## src/rtl/uart_pkg.sv

```systemverilog
// Items shared by the UART transmitter and receiver: FSM state encoding and
// default link timing parameters.
package uart_pkg;

  // Frame phases; the receiver walks the same four phases.
  typedef enum logic [1:0] {
    ST_IDLE  = 2'd0,
    ST_START = 2'd1,
    ST_DATA  = 2'd2,
    ST_STOP  = 2'd3
  } uart_state_e;

  // Default clk cycles per serial bit.
  localparam int UART_CLKS_PER_BIT_DEF = 16;

  // Default data bits per frame (8N1).
  localparam int UART_DATA_BITS_DEF = 8;

endpackage

```

## src/rtl/uart_baud_gen.sv

```systemverilog
// Bit-period timer. Counts 0..CLKS_PER_BIT-1 and pulses bit_done_o on the
// terminal count, then wraps to 0. While clr_i is high the counter is held at
// zero, so the first period after clr_i drops is a full CLKS_PER_BIT cycles.
module uart_baud_gen #(
  parameter int CLKS_PER_BIT = 16
) (
  input  logic clk,
  input  logic srst_i,
  input  logic clr_i,
  output logic bit_done_o
);

  localparam int CNT_W = (CLKS_PER_BIT > 1) ? $clog2(CLKS_PER_BIT) : 1;
  localparam logic [CNT_W-1:0] CNT_LAST = CNT_W'(CLKS_PER_BIT - 1);

  logic [CNT_W-1:0] cnt_q;
  logic [CNT_W-1:0] cnt_d;

  assign bit_done_o = !clr_i && (cnt_q == CNT_LAST);

  // Next count: hold at zero when cleared, wrap at terminal count, else increment.
  always_comb begin
    cnt_d = cnt_q;
    if (clr_i || bit_done_o) begin
      cnt_d = '0;
    end else begin
      cnt_d = cnt_q + CNT_W'(1);
    end
  end

  // Counter register with synchronous reset.
  always_ff @(posedge clk) begin
    if (srst_i) begin
      cnt_q <= '0;
    end else begin
      cnt_q <= cnt_d;
    end
  end

endmodule

```

## src/rtl/uart_tx.sv

```systemverilog
// 8N1-style serial transmitter. A word is taken over a valid/ready handshake
// and shifted out LSB first between a low start bit and a high stop bit.
// The line output is registered so the start bit begins on the accept edge.
module uart_tx
  import uart_pkg::*;
#(
  parameter int CLKS_PER_BIT = UART_CLKS_PER_BIT_DEF,
  parameter int DATA_BITS    = UART_DATA_BITS_DEF
) (
  input  logic                 clk,
  input  logic                 reset,
  input  logic [DATA_BITS-1:0] tx_data,
  input  logic                 tx_valid,
  output logic                 tx_ready,
  output logic                 tx,
  output logic                 busy
);

  localparam int IDX_W = $clog2(DATA_BITS);
  localparam logic [IDX_W-1:0] IDX_LAST = IDX_W'(DATA_BITS - 1);

  uart_state_e          state_q, state_d;
  logic [DATA_BITS-1:0] shreg_q, shreg_d;
  logic [IDX_W-1:0]     idx_q, idx_d;
  logic                 tx_q, tx_d;
  logic                 busy_q, busy_d;
  logic                 bit_done;
  logic                 accept;
  logic                 baud_clr;

  // Ready depends only on state and reset so a producer can never create a
  // combinational loop through tx_valid.
  assign tx_ready = (state_q == ST_IDLE) && !reset;
  assign accept   = tx_valid && tx_ready;
  // The bit timer is parked at zero while idle so the start bit gets a full period.
  assign baud_clr = (state_q == ST_IDLE);

  uart_baud_gen #(
    .CLKS_PER_BIT(CLKS_PER_BIT)
  ) u_baud (
    .clk       (clk),
    .srst_i    (reset),
    .clr_i     (baud_clr),
    .bit_done_o(bit_done)
  );

  // Next-state logic: frame sequencing, shift register, bit index and line value.
  always_comb begin
    state_d = state_q;
    shreg_d = shreg_q;
    idx_d   = idx_q;
    tx_d    = tx_q;
    busy_d  = busy_q;
    case (state_q)
      ST_IDLE: begin
        tx_d   = 1'b1;
        busy_d = 1'b0;
        if (accept) begin
          state_d = ST_START;
          shreg_d = tx_data;
          idx_d   = '0;
          tx_d    = 1'b0;
          busy_d  = 1'b1;
        end
      end
      ST_START: begin
        if (bit_done) begin
          state_d = ST_DATA;
          idx_d   = '0;
          tx_d    = shreg_q[0];
        end
      end
      ST_DATA: begin
        if (bit_done) begin
          if (idx_q == IDX_LAST) begin
            state_d = ST_STOP;
            tx_d    = 1'b1;
          end else begin
            // shreg_q[0] is on the line now; bit 1 becomes the new LSB.
            shreg_d = shreg_q >> 1;
            tx_d    = shreg_q[1];
            idx_d   = idx_q + IDX_W'(1);
          end
        end
      end
      ST_STOP: begin
        if (bit_done) begin
          state_d = ST_IDLE;
          busy_d  = 1'b0;
        end
      end
      default: begin
        state_d = ST_IDLE;
      end
    endcase
  end

  // State and datapath registers; reset aborts any frame and idles the line high.
  always_ff @(posedge clk) begin
    if (reset) begin
      state_q <= ST_IDLE;
      shreg_q <= '0;
      idx_q   <= '0;
      tx_q    <= 1'b1;
      busy_q  <= 1'b0;
    end else begin
      state_q <= state_d;
      shreg_q <= shreg_d;
      idx_q   <= idx_d;
      tx_q    <= tx_d;
      busy_q  <= busy_d;
    end
  end

  assign tx   = tx_q;
  assign busy = busy_q;

endmodule

```

## config.mk

```make
export PLATFORM = sky130hd
export DESIGN_NAME = uart_tx
export DESIGN_NICKNAME = d
export VERILOG_FILES = /design/src/rtl/uart_pkg.sv /design/src/rtl/uart_baud_gen.sv /design/src/rtl/uart_tx.sv
export SDC_FILE = /design/constraint.sdc
export NUM_CORES = 1
export LEC_CHECK = 0
export ABC_AREA = 1
export ABC_CLOCK_PERIOD_IN_PS = 1800
export BUFFER_PORTS_ARGS = -buffer_cell sky130_fd_sc_hd__buf_2
export CORE_UTILIZATION = 56
export DETAILED_ROUTE_END_ITERATION = 10
export PLACE_DENSITY = 0.77
export SYNTH_ARGS = -nofsm -noshare
export SYNTH_HDL_FRONTEND = slang
export SYNTH_SLANG_ARGS = --single-unit
```

## constraint.sdc

```tcl
create_clock -name clk -period 1.8 [get_ports clk]
set_input_delay 0.09 -clock clk [delete_from_list [all_inputs] [get_ports clk]]
set_output_delay 0.09 -clock clk [all_outputs]
set_load 0.02 [all_outputs]
```

After elaboration in Yosys (flattened, before gate mapping):

Index checks and enable logic that the tools add are counted.
W data, S select, Z words.

* flip-flop bits (word level): 19
* input bits: 11
* output and inout bits: 3
* word-level logic and storage cells: 58

* $add $sub $neg: 2
* equal/unequal tests: 11
* muxes and demuxes: 23
* reduce and logical (&&, ||, !) cells: 16

Operators by type and width (count)
* $mux W8: 3
* $pmux W8 S2: 1
* $mux W3: 4
* $mux W2: 5
* $reduce_and A5 Y1: 2
* $pmux W3 S3: 1
* $pmux W2 S4: 1
* $mux W1: 6
* $ne A2 B1 Y1 const B: 3
* $ne A2 B2 Y1 const B: 3
* $add A4 B1 Y4 const B: 1
* $eq A2 B2 Y1 const B: 2
* $eq A4 B4 Y1 const B: 1
* $reduce_and A4 Y1: 1
* $reduce_bool A2 Y1: 2
* $add A3 B1 Y3 const B: 1
* $eq A3 B3 Y1 const B: 1
* $logic_and A1 B1 Y1: 3
* $pmux W1 S3: 1
* $reduce_and A3 Y1: 1
* $reduce_bool A3 Y1: 1
* $eq A2 B1 Y1 const B: 1
* $logic_not A1 Y1: 2
* $logic_not A2 Y1: 1
* 4 further kinds: 4

Depth between registers and ports, before layout:

Gate-level depths: netlist (run 1).

* depth after elaboration: 5
* depth in mapped cells: 11
* depth with buffers taken out: 11

Modules after synthesis:

A second synthesis (run 1) with hierarchy kept.

* cells, all modules: 164
* area, all modules: 1108.6 um2

Modules (own cells, without submodules)
* uart_tx: instances 1, cells an instance 145, area each 942.2 um2, seq. area each 300.3 um2
* uart_baud_gen: instances 1, cells an instance 19, area each 166.4 um2, seq. area each 80.1 um2

Worst setup path after synthesis (run 1):

Ideal clock, no wire load.

* path kind: register -> register
* from: register state_q[0]
* to: register idx_q[0]
* arrival: 1414 ps
* required time: 1687 ps
* path slack: 273 ps
* cell stages (with the launch flop): 11
* buffers on the path: 0
* period minus slack after synthesis: 1527 ps
* path through: dfxtp_1 > inv_1 > ha_1 > inv_1 > nand4_2 > nand2_1 > nand2_1 > nor2_2 > nand2_1 > nand2_1 > nor2_1

* word-level cells in the longest chain between the ends: 5
* elaborated cells on any way between the ends: 14

RTL lines
* from (decl): line uart_tx.sv:22 `uart_state_e state_q, state_d;`
* from (signal assigned): line uart_tx.sv:107 `state_q <= state_d;`
* $logic_not A2 Y1: line uart_tx.sv:33, uart_tx.sv:36, uart_tx.sv:54
* $logic_not A1 Y1 or $logic_and A1 B1 Y1 (tied branches): line uart_baud_gen.sv:19, uart_tx.sv:33
* $logic_and A1 B1 Y1 (on tied branches): line uart_baud_gen.sv:19, uart_tx.sv:34
* $ne A2 B1 Y1 (no line) or $ne A2 B2 Y1 (tied branches)
* $reduce_and A5 Y1 (no line)
* to (signal assigned): line uart_tx.sv:109 `idx_q <= idx_d;`
* to (decl): line uart_tx.sv:24 `logic [IDX_W-1:0] idx_q, idx_d;`

Parallel ways exist; a longest one is shown, timed or not.
A chain may end at the register's enable or synchronous reset.

Final worst setup path (run 1):

* from: register state_q[0]
* to: register idx_q[2]

The elaborated chain is that of the path after synthesis.

==> summary.md, run 1 <==
| Metric | Value |
|---|---|
| CP Capture Type | flop |
| Status | finished, final reports clean |
| Worst-margin pin slew | 340 ps |
| Critical Path Start Type | flop |
| Final-report setup violation count | 0 |
| Placed insts | 201 |
| Netlist cell types | 22 |
| Total GRT Usage | 23.4% |
| Antenna viol nets, final | 0 |
| Via count | approximately 1.0k |
| Clk sink count | 19 |
| Worst setup margin | 189 ps |
| Vias per inst | 5.02 |
| Register-to-Register Path Depth | 11 |
| Worst-path clk slew | ~100 ps |
| DIE HEIGHT | 46.7 um |
| Rows | 15 |
| Residual DRC | 0 |
| 1st-pass router iterations | 4 |
| Number of global-route vias before repair | 850 |
| Post-synthesis sequential area ratio | 33.9% |
| Worst min-delay path startpoint | reset |
| Die Width | 46.7 um |
| Mapped Nets | 183 |
| Final Net Count | 201 |
| WL per Instance | roughly 11 um |
| Tcrit/Tclk final | between 80% and 90% |
| Non-Filler Instances | approximately 210 |
| Worst Hold End | shreg_q[3] |
| Setup bufs post-CTS | 0 |
| CTS H-tree depth | 1 |
| Fill cell total of the finished layout | between 150 and 200 |
| TritonCTS Buffers | 3 |
| Pwr/cell area | between 1500 and 2000 nW/um2 |
| Hold Path Stages | 2 |
| Max Freq | 621 MHz |
| Initial DRC count | 20 |
| Cell leakage power | 0.638 nW |
| Die area | 2180 um2 |
| Later-pin clock latency in the skew report | approximately 290 ps |
| Core box area | ~1800 um2 |
| Slew margin rel. | 77.1% |
| Tightest Hold Check Type | input port to flop |
| Root Buffer | clkbuf_4 |
| Critical path peak fanout | 8 |
| Final Max Slew Viols | 0 |
| Diodes inserted | 0 |
| Clk_skew | roughly 2.2 ps |
| Syn. warnings | 0 |
| Util after Layout | 69.2% |
| Reg-to-reg endpoint | idx_q[2] |
| XOR/XNOR Fraction of Synth Area | 0% |
| Synth Area per Inst | 6.88 um2 |
| Gr ovfl total | 0 |
| Final min period | 1610 ps |
| Post-Synth Adder-Cell Area | between 10% and 20% |
| Data required, critical path | 2040 ps |
| Worst reg-to-reg setup slack | 190 ps |
| Max Root-Sink Buffers | 2 |
| Starting density of the core | between 60% and 70% |
| MaxCap Viol Count | 0 |
| CTS tree | built |
| GPL Wtd Cong | 0.955 |
| Critical path type | flop to flop |
| Compound-Gate Fraction of Synth Area | 9.71% |
| Mapped Area | approximately 1100 um2 |
| Setup WS pre-CTS | between 150 and 200 ps |
| Ports | 14 |
| Layout area overhead | 11.3% |
| Layout cell share with drive strength beyond 1 | a little under a fifth |
| Final hold viol count | 0 |
| Largest net degree at the start of global routing | 11 |
| Unrepaired setup endpoints after global routing | no |
| First-pass GRT wire length | 3.61 mm |
| Seq cells post-synth | 19 |
| Detailed Route WL | 2.25 mm |
| DP Wirelength | 1.73 mm |
| Setup TNS | 0 ps |
| Synth Instances | approximately 160 |
| Worst vdd ir | 1.02 mV |
| Crit Reg-Reg Startpoint | state_q[0] |
| Mux share of post-synthesis cell area | 0% |
| Port buffer count | 13 |
| Post-Synth Simple-Gate Area | 38.1% |
| Main combinational cell family by area after synthesis | simple AND/OR/NAND/NOR gates |
| Antenna violations before repair | 0 |
| Worst Path Arrival | 1850 ps |
[area by class of cell]
cell class | count | area (um2) | share of cell area, %
repair buffers | 16 | 87.6 | 7.02
multi-input cells | 122 | 648 | 52.0
inverters | 19 | 71.3 | 5.72
clock buffers | 4 | 26.3 | 2.11
well taps | 25 | 31.3 | 2.51
flip-flops and latches | 19 | 383 | 30.7
[flip-flops by register name (all words and copies together), names as in the netlist]
signal / flops
state_q: 2
tx: 1
shreg_q: 8
idx_q: 3
busy: 1
u_baud.cnt_q: 4
[how the worst max path moves through the flow]
stage | start | endpoint | slack (ps) | depth (start not counted)
global placement | state_q[0] | idx_q[2] | 250 | 10
global route | state_q[0] | idx_q[2] | 30 | 11
finish | state_q[0] | idx_q[2] | 190 | 11
CTS | state_q[0] | shreg_q[5] | 150 | 9
floorplan | state_q[0] | idx_q[0] | 270 | 10
detailed placement | state_q[0] | idx_q[2] | 170 | 10
[logic make-up (layout without fill, tap and decap cells)]
kind of cell / after synthesis / after routing
compound gates: 18 / 18
fa+ha+maj: 9 / 9
buf+inv: 22 / 39
flops: 19 / 19
simple gates: 95 / 95
[power by group]
group / switching [mW] / leakage [nW] / internal (mW) / total (mW)
combinational: 0.856 / 0.466 / 0.469 / 1.33
sequential: 0.0777 / 0.156 / 0.560 / 0.637
clock: 0.127 / 0.0150 / 0.0863 / 0.214
[through the flow]
step                hold slack (ps)  total power [mW]  area, um2
finish                         75.1              2.18       1250
global placement                394              1.93       1220
global route                   72.0              2.39       1250
detailed placement              395              1.96       1220
floorplan                       282              1.67       1120
CTS                            70.8              2.18       1240
[layout by cell type (no fill, tap or decap)]
master and count:
nand4_2 1, o21ai_4 1, dfxtp_1 17, buf_2 13, inv_1 16, nand2_1 54
nand3_2 1, clkbuf_1 1, nor3b_1 1, nand3_4 1, nand2_2 2, o21bai_1 1
clkbuf_4 3, o211ai_1 2, inv_2 3, nor2_2 2, a21oi_1 12, o21ai_0 2
nand4_1 3, nand3_1 12, ha_1 9, dfxtp_2 2, buf_4 3, nor2_1 16
or2_2 2
[critical path, cell delays in order, from the launching register on]
cell and delay, ps:
dfxtp_2 360, inv_1 80, ha_1 260, inv_1 100, nand4_2 130, nand2_1 120
nand2_1 100, inv_2 150, nand2_2 70, nand2_1 50, nand2_1 40, nor2_1 80
[cell usage after synthesis, drive strengths merged]
cell type | n | area [um2]
dfxtp | 19 | 380
nand2 | 56 | 215
nor2 | 18 | 72.6
o21ai | 3 | 26.3
nand4 | 4 | 31.3
nor3b | 1 | 7.51
or2 | 2 | 12.5
inv | 19 | 71.3
o211ai | 2 | 15.0
ha | 9 | 113
nand3 | 14 | 87.6
a21oi | 12 | 60.1
o21bai | 1 | 7.51
buf | 3 | 21.3
[repair_timing]
item | in CTS | in global routing
resized for setup | 0 | 2
setup endpoints to repair | 0 | 7
hold buffers | 0 | 0
[routing by layer]
| layer | global-route usage [%] | wire [um] | vias up | part of all wire, % |
|---|---|---|---|---|
| met5 | 0 | 0 | - | 0 |
| met4 | 10.3 | 44 | 0 | 2.0 |
| met3 | 4.62 | 68 | 4 | 3.0 |
| met2 | 34.4 | 1030 | 19 | 46 |
| met1 | 33.0 | 1110 | 453 | 49 |
| li1 | - | - | 553 | - |
Note: power is estimated with default switching activity, not from simulation.
==> run 2: changes to the inputs <==
--- a/config.mk
+++ b/config.mk
@@ -8,6 +8,7 @@
 export ABC_AREA = 1
 export ABC_CLOCK_PERIOD_IN_PS = 1800
 export BUFFER_PORTS_ARGS = -buffer_cell sky130_fd_sc_hd__buf_2
+export CORE_MARGIN = 2
 export CORE_UTILIZATION = 56
 export DETAILED_ROUTE_END_ITERATION = 10
 export PLACE_DENSITY = 0.77
==> run 2 against run 1 <==
Sequential share of layout area fell by 0.73 points. Die area rose by 8.7%. Combinational power rose by 3%. Non-clock buffer count did not move. Sequential power barely moved. Clock skew barely moved. Fmax fell by 0.42%. Critical path depth did not move. Cell area rose by 2.1%. Highest routed layer unchanged. First-iteration DRC count fell by 15%. Register-to-register slack barely moved.
==> summary.md, run 2 (synthesized netlist as in run 1, its figures left out) <==
| Metric | Value |
|---|---|
| Crit-path cells | inv_1 > ha_2 > inv_1 > nand4_4 > nand2_1 > nand2_1 > inv_4 > nand2_2 > nand2_1 > nand2_1 > nor2_1 |
| Most common cell on crit path | nand2_1 |
| CTS H-tree depth | 1 (unchanged) |
| Final-report setup violation count | 0 (unchanged) |
| Worst-path clk slew | 110 ps (about the same) |
| Max Freq | 618 MHz (-0.42%) |
| Number of global-route vias before repair | 934 (+9.9%) |
| Die area | 2380 um2 (+8.7%) |
| Layout area overhead | 13.6% |
| Final hold viol count | 0 (unchanged) |
| PnR Total Power | 2.22 mW (+2.2%) |
| DIE HEIGHT | 48.7 um (+4.3%) |
| Antenna violations before repair | 0 (unchanged) |
| Placed insts | 203 (+1.0%) |
| Top flop regs | shreg_q (8), u_baud.cnt_q (4), idx_q (3) |
| Crit Reg-Reg Startpoint | state_q[0] |
| Worst Path Arrival | 1860 ps (about the same) |
| GPL Wtd Cong | 0.871 (-8.9%) |
| Slew margin rel. | 78.4% (+1.3 points) |
| Clk sink count | 19 (unchanged) |
| Via count | 1056 (+2.6%) |
| Most common cell after layout, fill and taps aside | nand2_1 |
| Tcrit/Tclk final | 89.9% (+0.37 points) |
| Worst min-delay path startpoint | reset |
| Switching pwr | 1.09 mW (+2.9%) |
| WL per Instance | 10.7 um (-2.8%) |
| Setup WS pre-CTS | 134 ps (-31.8 ps) |
| Detailed Route WL | 2.21 mm (-1.8%) |
| Gr ovfl total | 0 (unchanged) |
| Die Width | 48.7 um (+4.3%) |
| Tightest Hold Check Type | input port to flop |
| Hold buffers post-CTS | 0 (unchanged) |
| Crit-path max cell delay | 380 ps (+20 ps) |
| Vias per inst | 5.10 (+1.6%) |
| Final Max Slew Viols | 0 (unchanged) |
| First-pass GRT wire length | 3.80 mm (+5.3%) |
| Antenna viol nets, final | 0 (unchanged) |
| Clk_skew | 1.75 ps (-0.474 ps) |
| Fill cell total of the finished layout | 182 (+3.4%) |
| Port buffer count | 13 (unchanged) |
| Worst reg-to-reg setup slack | 180 ps (about the same) |
| Setup TNS | 0 ps (unchanged) |
| Biggest register | shreg_q |
| Residual DRC | 0 (unchanged) |
| DP Wirelength | 1.71 mm (-1.4%) |
| Largest register FFs | 8 (unchanged) |
| Seq pwr share | 28.6% (-0.7 points) |
| Final min period | 1620 ps (+6.74 ps) |
| Status | finished, final reports clean |
| Ports | 14 (unchanged) |
| Total GRT Usage | 20.3% (-3.0 points) |
| Switching Share | 49.1% (+0.35 points) |
| P_int | 1.13 mW (+1.5%) |
| Critical path buffers and inverters | 3 (unchanged) |
| Util after Layout | 66.3% (-3.0 points) |
| Worst vdd ir | 0.987 mV (-2.9%) |
| Worst setup margin | 182 ps (-6.74 ps) |
| Max Root-Sink Buffers | 2 (unchanged) |
| CP Capture Type | flop |
| Critical path type | flop to flop |
| Core box area | 1920 um2 (+6.7%) |
| Worst-margin pin slew | 321 ps (-19.8 ps) |
| Combinational Power Share | 61.6% (+0.7 points) |
| Final Net Count | 201 (unchanged) |
| Slowest CP cell | dfxtp_1 |
| Rows | 16 (+1) |
| TritonCTS Buffers | 3 (unchanged) |
| CTS tree | built |
| MaxCap Viol Count | 0 (unchanged) |
| 1st-pass router iterations | 4 (unchanged) |
| Diodes inserted | 0 (unchanged) |
| Later-pin clock latency in the skew report | 300 ps (about the same) |
| Initial DRC count | 17 (-15%) |
| Largest net degree at the start of global routing | 12 (+1) |
| Non-Filler Instances | 207 (+0.98%) |
| Starting density of the core | 58.3% (-3.9 points) |
| Kind of cell adding the most delay to the critical path | simple AND/OR/NAND/NOR gates |
| Worst Setup SP | state_q[0] |
| Worst hold margin | 84.5 ps (+9.32 ps) |
| Final Instance Area | 1270 um2 (+2.1%) |
| Most frequent cells in the layout | 53 x nand2_1, 18 x dfxtp_1, 16 x inv_1, 16 x nor2_1, 13 x buf_2 |
| Cell leakage power | 0.637 nW (-0.12%) |
| Clk pwr share | 9.8% (about the same) |
| Pwr/cell area | 1750 nW/um2 (about the same) |
| Post-DP Area | 1220 um2 (+0.21%) |
| Unrepaired setup endpoints after global routing | no |
| Critical path peak fanout | 8 (unchanged) |
| Root Buffer | clkbuf_4 |
| Critical Path Start Type | flop |
| Layout cell share with drive strength beyond 1 | 20.6% (+1.7 points) |
| Data required, critical path | 2040 ps (about the same) |
## run 2: power by group through the flow
| stage | Clock, mW | Sequential [mW] | Combinational (mW) |
|---|---|---|---|
| floorplan | 0 | 0.645 | 1.02 |
| global placement | 0 | 0.638 | 1.28 |
| detailed placement | 0 | 0.643 | 1.31 |
| CTS | 0.226 | 0.633 | 1.32 |
| global route | 0.242 | 0.648 | 1.58 |
| finish | 0.217 | 0.635 | 1.37 |
## run 2: timing repair
item	in CTS	in global routing
gates resized for setup	0	7
setup buffers	0	0
setup endpoints to repair	0	7
## run 2: layer usage
layer	share of wire, %	track usage [%]	routed length (um)
met1	47	26.5	1030
met2	47	32.9	1050
met3	3.9	4.01	87
met4	1.8	8.57	39
met5	0	0	0
## run 2: final timing paths
path / endpoint / cells after the start
worst min register to register: u_baud.cnt_q[0] / 1
worst max-delay path: idx_q[2] / 11
worst max register to register: idx_q[2] / 11
worst min-delay path: shreg_q[3] / 2
## run 2: final cells by class
cell class | count | area (um2) | share of cell area (%)
clock inverters | 1 | 5.00 | 0.393
inverters | 19 | 73.8 | 5.80
flip-flops and latches | 19 | 382 | 30.0
repair buffers | 16 | 87.6 | 6.88
multi-input cells | 122 | 669 | 52.6
clock buffers | 3 | 22.5 | 1.77
well taps | 27 | 33.8 | 2.65
## run 2: worst reg2reg max path, delay by kind of cell (launching register included)
| family | cells | cell delay, ps |
|---|---|---|
| AND/OR/NAND/NOR | 7 | 600 |
| flip-flops | 1 | 380 |
| buffers and inverters | 3 | 350 |
| adder cells (fa/ha/maj) | 1 | 230 |
==> run 3: changes to the inputs <==
--- a/config.mk
+++ b/config.mk
@@ -12,6 +12,7 @@
 export CORE_UTILIZATION = 56
 export DETAILED_ROUTE_END_ITERATION = 10
 export PLACE_DENSITY = 0.77
+export REMOVE_ABC_BUFFERS = 1
 export SYNTH_ARGS = -nofsm -noshare
 export SYNTH_HDL_FRONTEND = slang
 export SYNTH_SLANG_ARGS = --single-unit
==> run 3 against run 2 <==
Fmax decreased by 2.5%. Clock skew increased by 3.6 ps. Clock-buffer cell count unchanged. Clock power increased by 7%. Flip-flop and latch count unchanged. Sequential share of layout area increased by 0.24 points. Via count decreased by 0.66%. Final cell count unchanged. Hold slack got worse by 17 ps. First-iteration DRC count decreased by 24%. Non-clock buffer count unchanged. Combinational power decreased by 3%. Critical endpoint unchanged.
==> summary.md, run 3 (synthesized netlist as in run 1, its figures left out) <==
| Metric | Value |
|---|---|
| Number of global-route vias before repair | 944 (+1.1%) |
| Most common cell after layout, fill and taps aside | nand2_1 |
| Antenna violations before repair | 0 (unchanged) |
| Top flop regs | shreg_q (8), u_baud.cnt_q (4), idx_q (3) |
| Hold buffers post-CTS | 0 (unchanged) |
| Port buffer count | 13 (unchanged) |
| CTS H-tree depth | 1 (unchanged) |
| Pwr/cell area | 1740 nW/um2 (-0.36%) |
| Final Max Slew Viols | 0 (unchanged) |
| Via count | 1049 (-0.66%) |
| Starting density of the core | 58.3% (unchanged) |
| Vias per inst | 5.07 (-0.66%) |
| First-pass GRT wire length | 4.06 mm (+6.7%) |
| WL per Instance | 10.9 um (+2.3%) |
| Slowest CP cell | dfxtp_1 |
| Initial DRC count | 13 (-4) |
| Crit-path cells | inv_1 > ha_1 > inv_1 > nand4_4 > nand2_1 > nand2_1 > inv_2 > nand2_2 > nor2_1 > nor2_1 |
| Rows | 16 (unchanged) |
| Critical Path Start Type | flop |
| Root Buffer | clkbuf_4 |
| Data required, critical path | 2020 ps (-20 ps) |
| Diodes inserted | 0 (unchanged) |
| Largest register FFs | 8 (unchanged) |
| Antenna viol nets, final | 0 (unchanged) |
| Total GRT Usage | 21.6% (+1.2 points) |
| Clk sink count | 19 (unchanged) |
| Layout cell share with drive strength beyond 1 | 19.4% (-1.1 points) |
| Layout area overhead | 12.7% |
| Critical path buffers and inverters | 3 (unchanged) |
| Unrepaired setup endpoints after global routing | no |
| Die area | 2380 um2 (unchanged) |
| PnR Total Power | 2.20 mW (-1.1%) |
| Die Width | 48.7 um (unchanged) |
| Residual DRC | 0 (unchanged) |
| 1st-pass router iterations | 4 (unchanged) |
| Max Root-Sink Buffers | 2 (unchanged) |
| Most frequent cells in the layout | 53 x nand2_1, 18 x dfxtp_1, 16 x inv_1, 16 x nor2_1, 13 x buf_2 |
| CTS tree | built |
| Setup TNS | 0 ps (unchanged) |
| Crit-path max cell delay | 380 ps (about the same) |
| Detailed Route WL | 2.26 mm (+2.3%) |
| Worst-path clk slew | 120 ps (about the same) |
| DIE HEIGHT | 48.7 um (unchanged) |
| Biggest register | shreg_q |
| Worst Path Arrival | 1880 ps (+20 ps) |
| Clk_skew | 5.39 ps (+3.65 ps) |
| Worst vdd ir | 1.09 mV (+10%) |
| Fill cell total of the finished layout | 182 (unchanged) |
| Tightest Hold Check Type | input port to flop |
| Kind of cell adding the most delay to the critical path | simple AND/OR/NAND/NOR gates |
| Non-Filler Instances | 207 (unchanged) |
| Slew margin rel. | 76.1% (-2.3 points) |
| Worst-margin pin slew | 355 ps (+34.4 ps) |
| Critical path peak fanout | 8 (unchanged) |
| Post-DP Area | 1220 um2 (unchanged) |
| Ports | 14 (unchanged) |
| Gr ovfl total | 0 (unchanged) |
| CP Capture Type | flop |
| Final Net Count | 201 (unchanged) |
| Core box area | 1920 um2 (unchanged) |
| Later-pin clock latency in the skew report | 310 ps (about the same) |
| Final-report setup violation count | 0 (unchanged) |
| TritonCTS Buffers | 3 (unchanged) |
| Cell leakage power | 0.635 nW (-0.32%) |
| Status | finished, final reports clean |
| Final Instance Area | 1260 um2 (-0.79%) |
| Placed insts | 203 (unchanged) |
| Largest net degree at the start of global routing | 13 (+1) |
| MaxCap Viol Count | 0 (unchanged) |
| Max Freq | 603 MHz (-2.5%) |
| DP Wirelength | 1.73 mm (+1.2%) |
| Final min period | 1660 ps (+40.7 ps) |
| Sequential cell area | 382 um2 (unchanged) |
| Critical path type | flop to flop |
| Tcrit/Tclk final | 92.1% (+2.3 points) |
| Multi-input combinational cell area | 659 um2 (-1.5%) |
| GPL Wtd Cong | 0.870 (about the same) |
| Final hold viol count | 0 (unchanged) |
[run 3: power breakdown]
group / internal (mW) / switching (mW) / total [mW]
combinational: 0.471 / 0.857 / 1.33
sequential: 0.557 / 0.0807 / 0.638
clock: 0.0849 / 0.147 / 0.232
total: 1.11 / 1.08 / 2.20
[run 3: metrics by stage]
step / hold slack, ps / util (%) / setup slack, ps
4_1_cts: 52.2 / 65.1 / 128
3_5_place_dp: 401 / 63.5 / 144
6_report: 67.4 / 65.8 / 141
2_1_floorplan: 159 / - / 218
3_3_place_gp: 396 / 63.5 / 187
5_1_grt: 66.9 / 65.8 / 11.2
[run 3: final cells by class]
cell class / instances / share of cell area [%]
clock buffers: 3 / 1.78
flip-flops and latches: 19 / 30.2
multi-input cells: 122 / 52.2
repair buffers: 16 / 6.93
clock inverters: 1 / 0.594
well taps: 27 / 2.67
inverters: 19 / 5.64
[run 3: final timing paths]
path                                 startpoint         endpoint  slack, ps  cells past startpoint
worst max-delay path                 state_q[0]         idx_q[2]        140                     10
worst min-delay path                      reset       shreg_q[3]         70                      2
worst max register to register       state_q[0]         idx_q[2]        140                     10
worst min register to register  u_baud.cnt_q[0]  u_baud.cnt_q[0]        470                      1
[run 3: timing repair]
| item | in CTS | in global routing |
|---|---|---|
| resized for setup | 0 | 3 |
| setup endpoints to repair | 0 | 7 |
| buffers inserted | 0 | 0 |
[run 3: metal layers]
layer	track usage (%)	wire (um)	vias to the layer above
met5	0	0	-
met1	28.3	1080	476
li1	-	-	553
met3	6.79	106	2
met4	3.33	8	0
met2	35.4	1070	18
